==> src/rtl/shift_arbiter.sv <==
// Two-requester round-robin arbiter feeding a 32-bit logical shifter.
// IDLE accepts one request, EXEC computes the shift, RESP holds the result until taken.
module shift_arbiter (
    input  logic        clk_i,
    input  logic        rst_i,
    input  logic        req0_valid_i,
    output logic        req0_ready_o,
    input  logic        req0_left_i,
    input  logic [4:0]  req0_shamt_i,
    input  logic [31:0] req0_src_i,
    input  logic        req1_valid_i,
    output logic        req1_ready_o,
    input  logic        req1_left_i,
    input  logic [4:0]  req1_shamt_i,
    input  logic [31:0] req1_src_i,
    output logic        rsp_valid_o,
    input  logic        rsp_ready_i,
    output logic        rsp_id_o,
    output logic [31:0] rsp_result_o,
    output logic [15:0] op_count_o
);

    typedef enum logic [1:0] {StIdle, StExec, StResp} state_e;

    state_e      state_q;
    logic        last_grant_q;
    logic        left_q;
    logic        id_q;
    logic        rsp_valid_q;
    logic [4:0]  shamt_q;
    logic [31:0] src_q;
    logic [31:0] result_q;
    logic [15:0] op_count_q;
    logic        grant0;
    logic        grant1;

    // On contention the requester that did not win last time gets the grant.
    always_comb begin
        grant0       = req0_valid_i && (!req1_valid_i || last_grant_q);
        grant1       = req1_valid_i && (!req0_valid_i || !last_grant_q);
        req0_ready_o = !rst_i && (state_q == StIdle) && grant0;
        req1_ready_o = !rst_i && (state_q == StIdle) && grant1;
    end

    always_ff @(posedge clk_i) begin
        if (rst_i) begin
            state_q      <= StIdle;
            last_grant_q <= 1'b1;
            left_q       <= 1'b0;
            id_q         <= 1'b0;
            rsp_valid_q  <= 1'b0;
            shamt_q      <= 5'd0;
            src_q        <= 32'd0;
            result_q     <= 32'd0;
            op_count_q   <= 16'd0;
        end else begin
            unique case (state_q)
                StIdle: begin
                    if (req0_ready_o || req1_ready_o) begin
                        left_q       <= req1_ready_o ? req1_left_i  : req0_left_i;
                        shamt_q      <= req1_ready_o ? req1_shamt_i : req0_shamt_i;
                        src_q        <= req1_ready_o ? req1_src_i   : req0_src_i;
                        id_q         <= req1_ready_o;
                        last_grant_q <= req1_ready_o;
                        state_q      <= StExec;
                    end
                end
                StExec: begin
                    result_q    <= left_q ? (src_q << shamt_q) : (src_q >> shamt_q);
                    rsp_valid_q <= 1'b1;
                    state_q     <= StResp;
                end
                StResp: begin
                    if (rsp_ready_i) begin
                        rsp_valid_q <= 1'b0;
                        op_count_q  <= op_count_q + 16'd1;
                        state_q     <= StIdle;
                    end
                end
                default: state_q <= StIdle;
            endcase
        end
    end

    assign rsp_valid_o  = rsp_valid_q;
    assign rsp_id_o     = id_q;
    assign rsp_result_o = result_q;
    assign op_count_o   = op_count_q;

endmodule

==> config.mk <==
export PLATFORM = sky130hd
export DESIGN_NAME = shift_arbiter
export DESIGN_NICKNAME = d
export VERILOG_FILES = /design/src/rtl/shift_arbiter.sv
export SDC_FILE = /design/constraint.sdc
export NUM_CORES = 1
export LEC_CHECK = 0
export CAP_MARGIN = 40
export CORE_MARGIN = 2
export CORE_UTILIZATION = 55
export DETAILED_ROUTE_END_ITERATION = 8
export PLACE_DENSITY_LB_ADDON = 0.2
export SETUP_SLACK_MARGIN = 0.05
export SYNTH_ARGS = -nofsm -noshare
export SYNTH_HDL_FRONTEND = slang
export SYNTH_SLANG_ARGS = --single-unit
==> constraint.sdc <==
create_clock -name clk_i -period 2.9 [get_ports clk_i]
set_input_delay 0.58 -clock clk_i [delete_from_list [all_inputs] [get_ports clk_i]]
set_output_delay 0.58 -clock clk_i [all_outputs]
set_load 0.01 [all_outputs]
==> Yosys cells after proc, flatten, opt, wreduce, memory -nomap -nowiden <==
Index checks and enable logic that the tools add are counted.
{ "word_totals": {"regBits": 91, "input_bits": 81, "output_inout_bits": 52} }
{ "classes": {"add_sub_neg": 1, "eq_ne": 4, "n_shift": 2, "muxes": 9, "n_reduce_logical": 18} }
{ "op_table": {"columns": ["operator", "count"], "rows": [
  ["$mux 32", 2],
  ["$shl 32x5->32", 1],
  ["$shr 32x5->32", 1],
  ["$add 16x1->16 const B", 1],
  ["$reduce_and 2->1", 4],
  ["$pmux 2 s3", 1],
  ["$logic_and 1x1->1", 5],
  ["$mux 5", 1],
  ["$logic_not 1->1", 4],
  ["$mux 2", 2],
  ["$logic_or 1x1->1", 3],
  ["$eq 2x1->1 const B", 1],
  ["$eq 2x2->1 const B", 1],
  ["$logic_not 2->1", 1],
  ["$mux 1", 2],
  ["$ne 2x1->1 const B", 1],
  ["$ne 2x2->1 const B", 1],
  ["$pmux 1 s2", 1],
  ["$reduce_bool 2->1", 1]
]} }

==> Logic depth before layout (Yosys ltp) <==
Gate-level depths: netlist of run 1.
{ "logic_depth": {"ltp_word": 7, "ltp_mapped": 10, "mapped_depth_nobuf": 5} }

==> Least setup slack after synthesis of run 1 <==
No wires, ideal clock.
{ "synth_timing": {"path_type": "register to register", "startpoint": "register shamt_q[0]", "endpoint": "register result_q[27], in the netlist rsp_result_o[27]", "setup_time_ns": 0.138, "arrival_time_ns": 1.906, "required_time_ns": 2.762, "path_slack_ns": 0.856, "stages_incl_launch_ff": 8, "path_cell_list": "dfxtp_1 > buf_4 > buf_2 > mux4_1 > a32oi_1 > o31ai_1 > o311ai_1 > o311ai_1"} }
{ "synth_via": {"elab_chain_cells": 2, "elab_cells_between_ends": 3, "classes_between": "shift (2); mux (1)"} }
{ "synth_lines": {"columns": ["item", "line_no", "text"], "rows": [
  ["from (decl)", "30", "logic [4:0] shamt_q;"],
  ["from (signal assigned)", "61", "shamt_q <= req1_ready_o ? req1_shamt_i : req0_shamt_i;"],
  ["$shr 32x5->32 or $shl 32x5->32 (tied branches)", "69", "result_q <= left_q ? (src_q << shamt_q) : (src_q >> shamt_q);"],
  ["$mux 32 *", "69", null],
  ["to (signal assigned)", "69", null],
  ["to (decl)", "32", "logic [31:0] result_q;"]
]} }
Every way passes the cells marked *; elsewhere a longest branch is shown, timed or not.
A chain may end at the register's enable or synchronous reset.

==> Final worst setup path of run 1 <==
{ "layout_timing": {"startpoint": "register shamt_q[3]", "endpoint": "register result_q[9], in the netlist rsp_result_o[9]"} }
The elaborated chain is that of the path after synthesis.

==> results.json, run 1 <==
{
  "status": "finished, final reports clean",
  "synth_seq_cells": 91,
  "required_ps": 3170,
  "cts_resized": 0,
  "max_freq_mhz": 376,
  "async_reset_ff_frac": 0,
  "grt_pass1_vias": 7885,
  "die-area_sq_um": 16100,
  "worstHoldPathCells": 2,
  "slew_headroom": 0.346,
  "area_growth_pct": 20.4,
  "tightest_slew_ps": 981,
  "hpwl_um": 22200,
  "critPathMaxStageDelay_ps": 970,
  "crit_chain": "buf_4, nor2b_1, a32oi_1, a21oi_1, a211oi_1, a211oi_1",
  "clk_path_buf_depth": 2,
  "drtPass1Iterations": 6,
  "ys.flop_type": "dfxtp_1",
  "finalPower_w": 0.00476,
  "rsz0062_at_grt": "false",
  "die_y_um": 127,
  "numPortBuffers": 132,
  "timing.critical_path.mode_cell": "a211oi_1",
  "maxSlewViolCount": 0,
  "fin_crit_ps": 2660,
  "drt-wirelength-per-cell_um": 25.1,
  "worstSkewPairLatency_ps": 360,
  "seq_area_frac_synth": 0.220,
  "p_leak_nw": 3.45,
  "pin_count": 133,
  "fin_ws_ps": 239,
  "syn_avg_cell_area_sq_um": 8.70,
  "r2r_end": "rsp_result_o[9]",
  "setup_viol": 0,
  "path_buf_inv": 1,
  "crit_family": "flip-flops",
  "synth.distinct_cells": 72,
  "gr-total-overflow": 0,
  "htreeDepth": 3,
  "maxCapViolCount": 0,
  "routabilityCongestion": 1.08,
  "dp_slack_ps": 397,
  "rows": 44,
  "start_util": 0.566,
  "postSynthCellCount": 953,
  "tns_ps": 0,
  "routed_wirelength_um": 30700,
  "die_x_um": 127,
  "worstPathMaxFanout": 39,
  "synth-edff-count": 0,
  "rrSetupSlack_ps": 240,
  "cts_tree": "built",
  "grt.total_usage": 0.382,
  "min_to": "rsp_id_o",
  "final_layout_size_suffix_gt1_frac": 0.176,
  "worstHoldPathType": "reg2reg",
  "synth_warnings": 0,
  "start_kind": "flip-flop",
  "timing.rr.start": "shamt_q[3]",
  "clock_skew_ps": 12.4,
  "cp-end-kind": "flip-flop",
  "post_cts_buffers": 0,
  "r2r_cells": 6,
  "hold_viol_final": 0,
  "grt_max_degree": 79,
  "worstHoldStart": "rsp_id_o",
  "cts.sink_count": 91,
  "core-area_sq_um": 14600,
  "cts-root-buf": "clkbuf_16",
  "antenna_found_initial": 1,
  "num_vias": 8683,
  "fillers": 1200,
  "arrival_ps": 2930,
  "criticalPathCategory": "reg2reg",
  "powerDensity_nw_per_um2": 477,
  "crit_slowest_cell": "dfxtp_2",
  "final_net_count": 1115,
  "cts_hold_buf": 0,
  "cts_made_buffers": 9,
  "fin_crit_sh": 0.918,
  "syn_area_sq_um": 8290,
  "drc_errors": 0,
  "ant_nets": 0,
  "syn-num-nets": 1035,
  "grt_first_pass_wirelength_um": 47100,
  "peakVddDrop_mv": 0.293,
  "viasPerCell": 7.10,
  "clk_pin_slew_ps": 80,
  "drt_iter0_markers": 1531
}
-- synthesized netlist by cell type, types with 15 or more instances --
cell / n / area share
nand2_1: 139 / 0.063
nor2_1: 129 / 0.058
dfxtp_1: 91 / 0.22
clkbuf_1: 71 / 0.032
mux4_2: 71 / 0.19
a311oi_1: 48 / 0.051
mux2i_1: 40 / 0.048
a21oi_1: 26 / 0.016
buf_2: 20 / 0.012
a211oi_1: 19 / 0.017
nor3_1: 17 / 0.010
o21ai_0: 17 / 0.010
mux2_2: 16 / 0.022
a31oi_1: 15 / 0.011
-- report_power, final --
group	internal [W]	switching [W]	leakage [nW]	total, W
clock	0.000622	0.000577	0.139	0.00120
combinational	0.000887	0.00103	2.56	0.00191
sequential	0.00137	0.000284	0.747	0.00165
total	0.00287	0.00189	3.45	0.00476
-- through the flow --
| stage | std cells | instance area (sq um) | utilization | hold WS, ps |
|---|---|---|---|---|
| floorplan | 953 | 8290 | - | 449 |
| global placement | 1205 | 9680 | 0.661 | 462 |
| detailed placement | 1206 | 9690 | 0.662 | 471 |
| CTS | 1222 | 9980 | 0.682 | 487 |
| global route | 1222 | 9980 | 0.682 | 509 |
| finish | 1223 | 9990 | 0.682 | 481 |
-- layout by cell type (no fill, tap or decap), types with 6 or more instances in the layout --
cell	synthesis	routed
a211oi_1	19	19
a21oi_1	26	26
a311oi_1	48	48
a31oi_1	15	15
and3_1	11	11
buf_4	11	54
clkbuf_16	0	9
clkdlybuf4s50_1	0	131
dfxtp_1	91	87
mux2_2	16	16
mux2i_1	40	40
mux4_1	9	9
mux4_2	71	71
nand2_1	139	139
nand2b_1	9	9
nand3_1	13	12
nand3b_1	6	6
nand4_1	6	6
nor2_1	129	129
nor2b_1	11	10
nor3_1	17	17
o211ai_1	14	14
o21ai_0	17	17
o22ai_1	8	8
xnor2_1	6	6
xor2_1	9	9
-- tightest hold or removal path: cells and delay by family (launching register included) --
kind	cells	cell delay (ps)
flip-flops	1	320
AND/OR/NAND/NOR	2	120
-- kinds of logic (layout without fill, tap and decap cells) --
logic type	after synthesis	count (layout)	synth area share
fa+ha+maj	1	1	0.00151
mux	140	140	0.298
other cells	0	1	0
simple gates	360	360	0.189
buf+inv	129	214	0.0785
flops	91	91	0.220
xor+xnor	15	15	0.0158
compound gates	217	217	0.198
-- worst max path at each step --
stage | startpoint | endpoint | slack [ps] | cells past startpoint
after global placement | shamt_q[3] | rsp_result_o[9] | 410 | 6
after global routing | shamt_q[1] | rsp_result_o[25] | 160 | 7
after detailed placement | shamt_q[3] | rsp_result_o[9] | 400 | 6
final | shamt_q[3] | rsp_result_o[9] | 240 | 6
after floorplan | shamt_q[0] | rsp_result_o[27] | 860 | 7
after CTS | shamt_q[3] | rsp_result_o[9] | 380 | 6
-- final cells by class --
| cell class | instances | area, sq um | area share |
|---|---|---|---|
| clock buffers | 10 | 239 | 0.0239 |
| well taps | 184 | 230 | 0.0231 |
| inverters | 9 | 33.8 | 0.00338 |
| multi-input cells | 733 | 5830 | 0.583 |
| diodes | 1 | 2.50 | 0.000251 |
| repair buffers | 189 | 1770 | 0.177 |
| clock inverters | 6 | 57.6 | 0.00576 |
| flip-flops and latches | 91 | 1830 | 0.183 |
-- layer usage --
metal	track usage	wire length, um	vias to the layer above	share of wire
li1	-	-	3784	-
met1	0.501	11500	4025	0.38
met2	0.571	13200	716	0.43
met3	0.121	4020	156	0.13
met4	0.190	1910	2	0.062
met5	0.0217	33	-	0.0011
-- registers in the layout, indices dropped and copies added, names as in the netlist --
name	cells
left_q	1
state_q	2
rsp_result_o	32
last_grant_q	1
rsp_valid_o	1
shamt_q	5
op_count_o	16
rsp_id_o	1
src_q	32
Power figures use the tool's default switching activity.
==> run 2: changes to the inputs <==
Settings changed: CELL_PAD_IN_SITES_DETAIL_PLACEMENT from default to 0, CELL_PAD_IN_SITES_GLOBAL_PLACEMENT from default to 1, CORE_UTILIZATION 55 to 42.
==> run 2 against run 1 <==
  * Final area increased by 1.3%
  * Clock power about the same
  * Total power increased by 0.47%
  * First-iteration DRC count decreased by 29%
  * Register-to-register slack improved by 160 ps
  * Final cell count increased by 6.4%
  * Critical endpoint is now rsp_result_o[1]
  * Hold slack improved by 4.9 ps
  * Combinational power about the same
  * Highest routed layer is now met4
  * Worst setup slack improved by 160 ps
  * Wire length increased by 5.1%
  * Clock skew decreased by 5.2 ps
==> results.json, run 2 (synthesized netlist as in run 1, its figures left out) <==
{
  "start_kind": "flip-flop",
  "grt_pass1_vias": 7565,
  "grt_first_pass_wirelength_um": 48400,
  "crit_family": "compound AO/OA/AOI/OAI gates",
  "clk_path_buf_depth": 2,
  "htreeDepth": 3,
  "numPortBuffers": 132,
  "viasPerCell": 6.53,
  "arrival_ps": 2730,
  "path_buf_inv": 1,
  "num_vias": 8497,
  "cts.sink_count": 91,
  "clock_skew_ps": 7.28,
  "worstHoldStart": "rsp_id_o",
  "maxSlewViolCount": 0,
  "rrSetupSlack_ps": 400,
  "drt-wirelength-per-cell_um": 24.8,
  "worstPathMaxFanout": 29,
  "fin_crit_ps": 2500,
  "min_to": "rsp_id_o",
  "drtPass1Iterations": 6,
  "setup_viol": 0,
  "r2r_end": "rsp_result_o[1]",
  "crit_chain": "buf_4, mux2_2, a21oi_2, a221oi_2, o211ai_1, a211oi_2",
  "worstSkewPairLatency_ps": 360,
  "worstSetupPathDepth": 6,
  "rows": 51,
  "drt_iter0_markers": 1087,
  "cts_resized": 0,
  "cts_tree": "built",
  "p_leak_nw": 3.45,
  "mostFrequentLayoutCells": "139 x nand2_1, 131 x clkdlybuf4s50_1, 129 x nor2_1, 87 x dfxtp_1, 71 x mux4_2",
  "final_net_count": 1113,
  "worstHoldPathCells": 2,
  "antenna_cells": 0,
  "cts-root-buf": "clkbuf_16",
  "maxCapViolCount": 0,
  "start_util": 0.427,
  "die_y_um": 145,
  "fin_crit_sh": 0.862,
  "cp-end-kind": "flip-flop",
  "gr-total-overflow": 0,
  "fillers": 1900,
  "grt_max_degree": 79,
  "worstHoldPathType": "reg2reg",
  "cts_hold_buf": 0,
  "worst_hold_slack_ps": 486,
  "max_freq_mhz": 400,
  "routabilityCongestion": 0.995,
  "place_area_sq_um": 9830,
  "die-area_sq_um": 20900,
  "clk_pin_slew_ps": 80,
  "hpwl_um": 23200,
  "ant_nets": 0,
  "layout_commonest_cell": "nand2_1",
  "core-area_sq_um": 19400,
  "routed_wirelength_um": 32200,
  "slew_headroom": 0.417,
  "cts_made_buffers": 9,
  "tns_ps": 0,
  "r2r_cells": 6,
  "peakVddDrop_mv": 0.293,
  "critPathMaxStageDelay_ps": 660,
  "multi_input_area_sq_um": 5830,
  "grt.total_usage": 0.310,
  "status": "finished, final reports clean",
  "area_growth_pct": 22.0,
  "drc_errors": 0,
  "hold_viol_final": 0,
  "pin_count": 133,
  "final_area_sq_um": 10100,
  "fin_util": 0.521,
  "criticalPathCategory": "reg2reg",
  "timing.rr.start": "shamt_q[1]",
  "rsz0062_at_grt": "false",
  "antenna_found_initial": 0,
  "powerDensity_nw_per_um2": 473,
  "post_cts_buffers": 0,
  "regArea_sq_um": 1830,
  "crit_slowest_cell": "dfxtp_4",
  "die_x_um": 145,
  "required_ps": 3130,
  "tightest_slew_ps": 875,
  "final_layout_size_suffix_gt1_frac": 0.176
}
-- run 2: worst max-delay path by stage --
stage	start	slack [ps]	to
after floorplan	shamt_q[0]	860	rsp_result_o[27]
after global placement	shamt_q[1]	460	rsp_result_o[1]
after detailed placement	req1_valid_i	460	req0_ready_o
after CTS	state_q[1]	410	req0_ready_o
after global routing	state_q[1]	270	req0_ready_o
final	shamt_q[1]	400	rsp_result_o[1]
-- run 2: area by class of cell --
cell class                 count  area share
timing repair buffer         187       0.178
tap                          265      0.0328
inverter                       9     0.00334
sequential                    91       0.181
clock buffer                   9      0.0223
clock inverter                 7     0.00618
multi-input combinational    733       0.576
-- run 2: power by group --
part           leakage [nW]  internal, W  switching, W
clock network         0.141     0.000605      0.000605
logic                  2.56     0.000897       0.00104
registers             0.747      0.00136      0.000271
-- run 2: metrics by stage --
stage / setup WS [ps] / power, W / std cells
3_5_place_dp: 461 / 0.00354 / 1285
2_1_floorplan: 856 / 0.00277 / 953
5_1_grt: 266 / 0.00497 / 1301
4_1_cts: 407 / 0.00475 / 1301
3_3_place_gp: 464 / 0.00355 / 1284
6_report: 399 / 0.00479 / 1301
-- run 2: worst register-to-register path: cells and delay by family, from the launching register on --
kind                   cells  cell delay, ps
muxes                      1             360
buffers and inverters      1             320
AOI/OAI and AO/OA          4            1040
DFF                        1             660
-- run 2: routing by layer --
metal  wire, um  vias to the layer above  share of wire  GRT usage
met5          0                        -              0          0
met4       1450                        0          0.045      0.133
met3       3330                      103           0.10     0.0626
met2      13800                      548           0.43      0.453
met1      13600                     4057           0.42      0.444
li1           -                     3789              -          -
==> run 3: changes to the inputs <==
Settings changed: CAP_MARGIN 40 to 25.
==> run 3 against run 2 <==
  * Via count is 1.1% lower
  * Non-clock buffer count unchanged
  * Register-to-register slack better by 20 ps
  * Critical path depth down 1
  * Critical endpoint is now req0_ready_o
  * Fmax up 0.19%
  * Wire length is 0.40% lower
==> results.json, run 3 (synthesized netlist as in run 1, its figures left out) <==
{
  "regArea_sq_um": 1830,
  "grt_first_pass_wirelength_um": 48600,
  "switchingPower_w": 0.00192,
  "layout_commonest_cell": "nand2_1",
  "cp-end-kind": "output pin",
  "core-area_sq_um": 19400,
  "fin_crit_ps": 2500,
  "arrival_ps": 1920,
  "die_y_um": 145,
  "cts_hold_buf": 0,
  "p_leak_nw": 3.45,
  "antenna_cells": 0,
  "final_area_sq_um": 10100,
  "fin_util": 0.522,
  "required_ps": 2320,
  "max_freq_mhz": 401,
  "final_net_count": 1113,
  "antenna_found_initial": 0,
  "pin_count": 133,
  "mostFrequentLayoutCells": "139 x nand2_1, 131 x clkdlybuf4s50_1, 129 x nor2_1, 87 x dfxtp_1, 71 x mux4_2",
  "clkPwrFrac": 0.253,
  "ant_nets": 0,
  "fin_crit_sh": 0.861,
  "drt_iter0_markers": 1141,
  "cts.sink_count": 91,
  "clk_pin_slew_ps": 80,
  "grt_max_degree": 96,
  "worstPathMaxFanout": 6,
  "place_area_sq_um": 9810,
  "swShare": 0.401,
  "rows": 51,
  "pwr-share-comb": 0.406,
  "clk_path_buf_depth": 2,
  "hold_viol_final": 0,
  "num_vias": 8405,
  "post_cts_buffers": 0,
  "start_kind": "flip-flop",
  "p_int_w": 0.00287,
  "multi_input_area_sq_um": 5830,
  "cts_tree": "built",
  "power.sequential.fraction": 0.341,
  "maxCapViolCount": 0,
  "drtPass1Iterations": 6,
  "htreeDepth": 3,
  "viasPerCell": 6.46,
  "start_util": 0.427,
  "gr-total-overflow": 0,
  "final_layout_size_suffix_gt1_frac": 0.176,
  "status": "finished, final reports clean",
  "grt.total_usage": 0.312,
  "setup_viol": 0,
  "peakVddDrop_mv": 0.258,
  "clock_skew_ps": 9.33,
  "routed_wirelength_um": 32100,
  "powerDensity_nw_per_um2": 473,
  "worstSkewPairLatency_ps": 370,
  "tns_ps": 0,
  "drc_errors": 0,
  "area_growth_pct": 22.1,
  "numPortBuffers": 132,
  "rsz0062_at_grt": "false",
  "hpwl_um": 22900,
  "grt_pass1_vias": 7666,
  "die_x_um": 145,
  "finalPower_w": 0.00478,
  "cts_made_buffers": 9,
  "die-area_sq_um": 20900,
  "maxSlewViolCount": 0,
  "criticalPathCategory": "reg2out",
  "cts_resized": 0,
  "worstHoldPathType": "reg2reg",
  "fillers": 1881,
  "slew_headroom": 0.420,
  "fin_ws_ps": 404,
  "drt-wirelength-per-cell_um": 24.7,
  "cts-root-buf": "clkbuf_16",
  "tightest_slew_ps": 869,
  "dp_slack_ps": 459,
  "routabilityCongestion": 0.995
}
## run 3: cell counts in the layout (fill, tap and decap cells not counted)
No cell type changed its count.
## run 3: through the flow
| step | instances | hold WS, ps |
|---|---|---|
| final | 1301 | 475 |
| after global routing | 1301 | 504 |
| after CTS | 1300 | 482 |
| after detailed placement | 1284 | 467 |
| after global placement | 1284 | 465 |
| after floorplan | 953 | 449 |
## run 3: critical path: stages (launching register included)
cell and delay, ps:
dfxtp_1 350, nor3_1 270, buf_4 190, nand3_1 110, inv_1 90, clkdlybuf4s50_1 540
## run 3: power groups by stage
stage	logic [W]	clock network, W	registers [W]
3_5_place_dp	0.00189	0	0.00165
6_report	0.00194	0.00121	0.00163
2_1_floorplan	0.00128	0	0.00149
5_1_grt	0.00206	0.00128	0.00164
4_1_cts	0.00189	0.00124	0.00162
3_3_place_gp	0.00190	0	0.00165
## run 3: final timing paths
path / startpoint / to / slack [ps] / depth (start not counted)
hold / removal: rsp_id_o / rsp_id_o / 470 / 2
hold reg to reg: rsp_id_o / rsp_id_o / 470 / 2
setup / recovery: state_q[1] / req0_ready_o / 400 / 5
setup reg to reg: shamt_q[1] / rsp_result_o[3] / 420 / 6
## run 3: metal layers
metal	up-vias	GRT usage	share of wire
li1	3785	-	-
met5	-	0	0
met2	589	0.453	0.43
met3	84	0.0934	0.11
met1	3947	0.433	0.41
met4	0	0.128	0.041
## run 3: layout make-up
type,instances,area share
clock buffer,9,0.0222
clock inverter,7,0.00618
inverter,9,0.00334
multi-input combinational,733,0.576
sequential,91,0.181
tap,265,0.0328
timing repair buffer,187,0.179
